===== config.mk =====
export PLATFORM = sky130hd
export DESIGN_NAME = uart_receiver_with_peripheral
export DESIGN_NICKNAME = d
export VERILOG_FILES = /design/src/rtl/uart_receiver_with_peripheral.sv
export SDC_FILE = /design/constraint.sdc
export NUM_CORES = 1
export LEC_CHECK = 0
export CORE_ASPECT_RATIO = 0.7
export CORE_MARGIN = 8
export CORE_UTILIZATION = 45
export DETAILED_ROUTE_END_ITERATION = 12
export PLACE_DENSITY_LB_ADDON = 0.1
export SLEW_MARGIN = 20
export SYNTH_ARGS = -nofsm -noshare
export SYNTH_HDL_FRONTEND = slang
export SYNTH_SLANG_ARGS = --single-unit

===== constraint.sdc =====
create_clock -name i_clock -period 3.1 [get_ports i_clock]
set_input_delay 0.62 -clock i_clock [delete_from_list [all_inputs] [get_ports i_clock]]
set_output_delay 0.62 -clock i_clock [all_outputs]
set_load 0.005 [all_outputs]

===== src/rtl/uart_receiver_with_peripheral.sv =====
// 8N1 UART receiver that shows each good byte as two hex digits on
// active-low 7-segment outputs ({g,f,e,d,c,b,a} per digit, high nibble on [13:7]).
module uart_receiver_with_peripheral #(
  parameter int CLOCK_COUNTER_WIDTH = 10,
  parameter int BIT_COUNTER_WIDTH   = 3,
  parameter int DATA_WIDTH          = 8,
  parameter int CLOCKS_PER_BIT      = 434
) (
  input  logic        i_clock,
  input  logic        i_resetL,
  input  logic        i_RX,
  output logic [13:0] o_segment_2_digits
);

  localparam logic [CLOCK_COUNTER_WIDTH-1:0] HALF_BIT_LAST =
    CLOCK_COUNTER_WIDTH'(CLOCKS_PER_BIT / 2 - 1);
  localparam logic [CLOCK_COUNTER_WIDTH-1:0] FULL_BIT_LAST =
    CLOCK_COUNTER_WIDTH'(CLOCKS_PER_BIT - 1);
  localparam logic [BIT_COUNTER_WIDTH-1:0] LAST_BIT_INDEX =
    BIT_COUNTER_WIDTH'(DATA_WIDTH - 1);

  typedef enum logic [2:0] {
    IDLE,
    START,
    DATA,
    STOP,
    CLEANUP
  } state_t;

  state_t                         state_reg;
  logic                           rx_meta_reg;
  logic                           rx_sync_reg;
  logic [CLOCK_COUNTER_WIDTH-1:0] clock_count_reg;
  logic [BIT_COUNTER_WIDTH-1:0]   bit_index_reg;
  logic [DATA_WIDTH-1:0]          shift_reg;
  logic [DATA_WIDTH-1:0]          display_reg;

  // Synchronizer resets to 1 so reset release never looks like a start bit.
  always_ff @(posedge i_clock or negedge i_resetL) begin
    if (!i_resetL) begin
      rx_meta_reg <= 1'b1;
      rx_sync_reg <= 1'b1;
    end else begin
      rx_meta_reg <= i_RX;
      rx_sync_reg <= rx_meta_reg;
    end
  end

  always_ff @(posedge i_clock or negedge i_resetL) begin
    if (!i_resetL) begin
      state_reg       <= IDLE;
      clock_count_reg <= '0;
      bit_index_reg   <= '0;
      shift_reg       <= '0;
      display_reg     <= '0;
    end else begin
      case (state_reg)
        IDLE: begin
          clock_count_reg <= '0;
          bit_index_reg   <= '0;
          if (!rx_sync_reg) state_reg <= START;
        end

        START: begin
          if (clock_count_reg == HALF_BIT_LAST) begin
            clock_count_reg <= '0;
            state_reg       <= rx_sync_reg ? IDLE : DATA;
          end else begin
            clock_count_reg <= clock_count_reg + 1'b1;
          end
        end

        DATA: begin
          if (clock_count_reg == FULL_BIT_LAST) begin
            clock_count_reg          <= '0;
            shift_reg[bit_index_reg] <= rx_sync_reg;
            if (bit_index_reg == LAST_BIT_INDEX) begin
              bit_index_reg <= '0;
              state_reg     <= STOP;
            end else begin
              bit_index_reg <= bit_index_reg + 1'b1;
            end
          end else begin
            clock_count_reg <= clock_count_reg + 1'b1;
          end
        end

        STOP: begin
          if (clock_count_reg == FULL_BIT_LAST) begin
            clock_count_reg <= '0;
            // A low stop bit is a framing error: the byte is dropped.
            if (rx_sync_reg) display_reg <= shift_reg;
            state_reg <= CLEANUP;
          end else begin
            clock_count_reg <= clock_count_reg + 1'b1;
          end
        end

        CLEANUP: begin
          clock_count_reg <= '0;
          if (rx_sync_reg) state_reg <= IDLE;
        end

        default: begin
          clock_count_reg <= '0;
          bit_index_reg   <= '0;
          state_reg       <= IDLE;
        end
      endcase
    end
  end

  function automatic logic [6:0] hex_to_segments(input logic [3:0] nibble);
    logic [6:0] pattern;
    case (nibble)
      4'h0: pattern = 7'h40;
      4'h1: pattern = 7'h79;
      4'h2: pattern = 7'h24;
      4'h3: pattern = 7'h30;
      4'h4: pattern = 7'h19;
      4'h5: pattern = 7'h12;
      4'h6: pattern = 7'h02;
      4'h7: pattern = 7'h78;
      4'h8: pattern = 7'h00;
      4'h9: pattern = 7'h10;
      4'hA: pattern = 7'h08;
      4'hB: pattern = 7'h03;
      4'hC: pattern = 7'h46;
      4'hD: pattern = 7'h21;
      4'hE: pattern = 7'h06;
      default: pattern = 7'h0E;
    endcase
    return pattern;
  endfunction

  genvar gi;
  generate
    for (gi = 0; gi < 2; gi++) begin : g_digit
      assign o_segment_2_digits[gi*7 +: 7] = hex_to_segments(display_reg[gi*4 +: 4]);
    end
  endgenerate

endmodule


Word level (Yosys, flattened, before mapping)
Memories as Yosys holds them, arrays and structs flattened.
Cells that the tools add are included.
{"block": "totals", "output_inout_bits": 14, "romBits": 224, "ramBits": 0, "latchBits": 0, "in_bits": 3, "elab_cells": 52, "register_bits": 34, "n_memories": 2}
{"memory": "(no name shown)", "words": 16, "width": 7, "read_ports": 1, "rd_ports_with_merged_regs": 0, "wr": 0, "line_no": "115", "rtl": "case (nibble)"}
{"memory": "(no name shown)", "words": 16, "width": 7, "read_ports": 1, "rd_ports_with_merged_regs": 0, "wr": 0, "line_no": "115"}
{"block": "classes", "shift": 0, "bitwise": 1, "muxes": 17, "mul": 0, "magnitude_cmp": 2, "eq_ne": 13, "div": 0, "n_reduce_logical": 8, "n_addsub": 2}
{"operator": "3-bit 2-to-1 mux", "n": 8}
{"operator": "10-bit 2-to-1 mux", "n": 2}
{"operator": "10-bit one-hot mux with 2 select lines", "n": 1}
{"operator": "3-bit one-hot mux with 5 select lines", "n": 1}
{"operator": "2-bit != test (second input constant)", "n": 6}
{"operator": "10-bit by 1-bit adder with 10-bit output (second input constant)", "n": 1}
{"operator": "10-bit by 8-bit == test with 1-bit output (second input constant)", "n": 1}
{"operator": "10-bit by 9-bit == test with 1-bit output (second input constant)", "n": 1}
{"operator": "8-bit bitwise mux", "n": 1}
{"operator": "3-bit by 2-bit == test with 1-bit output (second input constant)", "n": 2}
{"operator": "3-bit == test (second input constant)", "n": 2}
{"operator": "3-bit one-hot mux with 2 select lines", "n": 1}
{"operator": "6-bit AND reduction", "n": 1}
{"operator": "3-bit by 4-bit < comparator with 1-bit output (second input constant)", "n": 1}
{"operator": "2-bit AND reduction", "n": 2}
{"operator": "3-bit by 1-bit adder with 3-bit output (second input constant)", "n": 1}
{"operator": "1-bit demux with 3-bit select", "n": 1}
{"operator": "3-bit by 1-bit == test with 1-bit output (second input constant)", "n": 1}
{"operator": "3-bit by 1-bit >= comparator with 1-bit output (second input constant)", "n": 1}
{"operator": "3-bit zero test", "n": 1}
{"operator": "3-bit AND reduction", "n": 1}
{"operator": "3-bit OR reduction", "n": 1}
{"operator": "2-bit 2-to-1 mux", "n": 1}
{"operator": "2-bit OR reduction", "n": 1}
{"operator": "other kinds (3)", "n": 3}

Logic depth before layout (Yosys ltp)
Gate-level depths: netlist of the first run.
{"block": "logic_depth", "ltp_word": 5, "mapped_depth": 8, "ltp_nobuf": 7}

Worst setup path before layout of the first run
OpenSTA, ideal clock, no wires.
{"block": "synth_path", "kind": "reg2reg", "from": "register clock_count_reg[2]", "to": "register display_reg[3]", "period_less_slack_ns": 2.271, "n_path_buf": 2, "path_stages_with_launch": 7, "required_time_ns": 2.975, "arrival_ns": 2.147, "setup_ns": 0.125, "slack_ns": 0.829, "cell_sequence": "dfrtp_1 or3b_1 buf_6 or3_2 nor2_1 buf_4 mux2_2"}
{"block": "synth_between", "elab_chain_cells": 2}
{"element": "start, declared", "line_no": "33", "rtl": "logic [CLOCK_COUNTER_WIDTH-1:0] clock_count_reg;"}
{"element": "start signal, assigned", "line_no": "69", "rtl": "clock_count_reg <= clock_count_reg + 1'b1;"}
{"element": "start signal, assigned", "line_no": "84", "rtl": "clock_count_reg <= clock_count_reg + 1'b1;"}
{"element": "start signal, assigned", "line_no": "95", "rtl": "clock_count_reg <= clock_count_reg + 1'b1;"}
{"element": "10-bit by 9-bit == test with 1-bit output", "line_no": "89", "rtl": "if (clock_count_reg == FULL_BIT_LAST) begin"}
{"element": "3-bit AND reduction (no line)"}
{"element": "end signal, assigned", "line_no": "92", "rtl": "if (rx_sync_reg) display_reg <= shift_reg;"}
{"element": "end, declared", "line_no": "36", "rtl": "logic [DATA_WIDTH-1:0] display_reg;"}
No other way between the ends.
A chain may end at the register's enable or synchronous reset.

Worst setup path in the final report of the first run
{"block": "layout_path", "from": "register display_reg[1]", "to": "output o_segment_2_digits[0]"}
{"block": "layout_between", "elab_chain_cells": 1}
{"element": "memory 16 x 7 bit"}
{"element": "end, declared", "line_no": "12", "rtl": "output logic [13:0] o_segment_2_digits"}
No other way between the ends.

==> impl_metrics.ini, run 1 <==
[drt]
wl_per_cell_um = 13.3
drc = 0
antenna_left = 0
wl_met2_mm = 1.51
routed.top_layer = met4
vias_per_cell = 5.24
wl_met1_mm = 2.29
firstDrtPassIters = 4
vias = 1551
first_iter_violations = 59
wl_met3_um = 125
routed_wl_mm = 3.95

[setup_path]
critical_path_arrival_ps = 2230
worst_path_max_delay_cell = clkdlybuf4s50_1
cp_num_buf_inv = 2
worstSetupPathType = reg -> out
critPathRequiredTime_ps = 2480
cpPeakStageDelay_ps = 520
critPathLaunchType = flop
cp_top_family = buffers and inverters
reg2reg_depth = 5
cp_max_fo = 5
end_kind = primary output
r2r_end = shift_reg[0]$_DFFE_PN0P_
reg2reg_from = clock_count_reg[2]$_DFF_PN0_
reg2reg_slack_ps = 720
path_cells = inv_1 -> ha_1 -> nor2b_1 -> or3b_2 -> o21ai_0 -> clkdlybuf4s50_1

[finish]
seq_area_sq_um = 853
antenna_cells = 0
num-fill-cells = 430
layout_commonest_cell = dfrtp_1
drive_gt1_share_pct = 11.7
area_growth_pct = 13.6
layout_common_cells = 32 x dfrtp_1, 22 x nor2_1, 21 x o21ai_0, 19 x nand2_1, 17 x ha_1
largest_reg_flops = 10
multi_input_area_sq_mm = 0.00119
fin_nets = 258

[cts]
clk-insertion-delay-late_ps = 280
root_buffer = clkbuf_8
cts-buffers-inserted = 5
clk_path_buf_depth = 2
postCtsHoldBufs = 0
ctsResizeCount = 0
postCtsSetupBuffers = 0
cts_tree = yes
cts_num_sinks = 34
htree_levels = 2
clk_pin_slew_worst_paths_ps = 70

[synth]
synth_edf_count = 0
netlist_area_sq_mm = 0.00213
synth-seq-cells = 34
synthFlopType = dfrtp_1
synth.net_count = 243
synth_cells = 223
yosys_warnings = 0
avgSynthCellArea_sq_um = 9.54
async_flop_share_pct = 100
netlist-cell-type-count = 48
ys_seq_area_share_pct = 40.1

[sta]
period_minus_slack_ps = 2850
setup_tns_ps = 0
finalClockSkew_ps = 8.17
final-setup-viol-count = 0
rsz0062_at_grt = no
hold_ws_ps = 357
min_period_over_period_pct = 91.9
report.final.slew_viol_count = 0
final_hold_viol_count = 0
clock.fmax_mhz = 351
worst_slew_pin_slew_ps = 753
relSlewSlack_pct = 49.5

[grt]
track_usage_pct = 11.0
grt_pass1_vias = 1351
grt_antenna_before_repair = 0
overflow = 0
grt_pass1_wl_mm = 6.49
grt_max_degree = 35

[pwr]
vdd_drop_max_uv = 212
p_leak_uw = 0.00105
power.density_mw_per_mm2 = 329

[worst_hold_path]
hold_class = reg -> reg
whs_path_depth = 0
hp-start = rx_meta_reg$_DFF_PN1_
worstHoldEndpoint = rx_sync_reg$_DFF_PN1_

[die]
die_x_um = 98.2
ioPinCount = 17
initial_core_util_pct = 45.5
die_h_um = 73.5
die_area_sq_mm = 0.00722
row_count = 21
coreArea_sq_mm = 0.00468

[job]
maxCapViolations = 0

[run_status]
run_status = finished clean

[placed_design]
gp_congestion = 0.760
portBuffers = 16
hpwl_mm = 2.75
## metal layers
layer  GRT usage [%]  vias to the layer above
met4            3.05                        0
met5               0                        -
met1            16.5                      727
met2            14.5                       14
met3            3.41                        2
li1                -                      808
## synth_stat cells, types with 2 or more instances
cell / number / area [sq um]
clkbuf_1: 8 / 30.0
nand2_1: 19 / 71.3
nand3_1: 6 / 30.0
nand2b_1: 8 / 50.1
mux2_2: 12 / 135
a21o_1: 2 / 15.0
nor3_1: 5 / 25.0
inv_1: 9 / 33.8
and2_1: 2 / 12.5
dfstp_2: 2 / 52.6
a21oi_1: 6 / 30.0
a22oi_1: 3 / 22.5
xnor2_1: 2 / 17.5
mux2i_1: 3 / 30.0
a22o_1: 2 / 17.5
o21ai_0: 21 / 105
nor2_1: 22 / 82.6
ha_1: 17 / 213
nand4_1: 4 / 25.0
dfrtp_1: 32 / 801
nor2b_1: 6 / 37.5
xor2_1: 6 / 52.6
## cell type report
type	instances	area share, %
Timing Repair Buffer	18	7.25
Clock buffer	7	3.57
Multi-Input combinational cell	170	49.3
Sequential cell	34	35.3
Clock inverter	1	0.207
Tap cell	57	2.95
Inverter	9	1.40
## logic make-up (layout without fill, tap and decap cells)
group / Yosys count / after routing / synth area share (%)
compound gates: 44 / 44 / 12.8
xor+xnor: 8 / 8 / 3.29
fa+ha+maj: 17 / 17 / 9.99
buf+inv: 19 / 35 / 3.88
flops: 34 / 34 / 40.1
mux: 17 / 17 / 9.35
simple gates: 84 / 84 / 20.6
## power by group
group	switching (uW)	internal [uW]	total, uW
logic	9.52	3.75	13.3
clock network	155	179	334
registers	2.76	446	449
total	167	629	796
## how the worst max path moves through the flow
stage	start	end	cells after the start
final	display_reg[1]$_DFFE_PN0P_	o_segment_2_digits[0]	6
after global routing	display_reg[1]$_DFFE_PN0P_	o_segment_2_digits[0]	6
after CTS	display_reg[1]$_DFFE_PN0P_	o_segment_2_digits[0]	6
after detailed placement	display_reg[1]$_DFFE_PN0P_	o_segment_2_digits[0]	6
after global placement	display_reg[1]$_DFFE_PN0P_	o_segment_2_digits[0]	6
after floorplan	clock_count_reg[2]$_DFF_PN0_	display_reg[3]$_DFFE_PN0P_	6
## worst register-to-register path, cell delays in order (launching register included)
cell and delay [ps]:
dfrtp_1 450, or3b_1 520, nor4_4 460, nand2_2 110, or4_1 420, mux2_1 310
## stage by stage
step | instance area [sq um] | util (%) | total power, uW | worst slack [ps] | cells
2_1_floorplan | 2130 | - | 458 | 829 | 223
3_3_place_gp | 2330 | 49.7 | 471 | 590 | 288
3_5_place_dp | 2330 | 49.7 | 471 | 531 | 288
4_1_cts | 2420 | 51.7 | 809 | 221 | 296
5_1_grt | 2420 | 51.7 | 829 | 103 | 296
6_report | 2420 | 51.7 | 796 | 252 | 296
(Power assumes the default switching activity.)
==> run 2: changes to the inputs <==
- TNS_END_PERCENT: default -> 10
==> results of run 2 <==
Same layout as run 1: the final DEF is identical, and so are final timing and power.
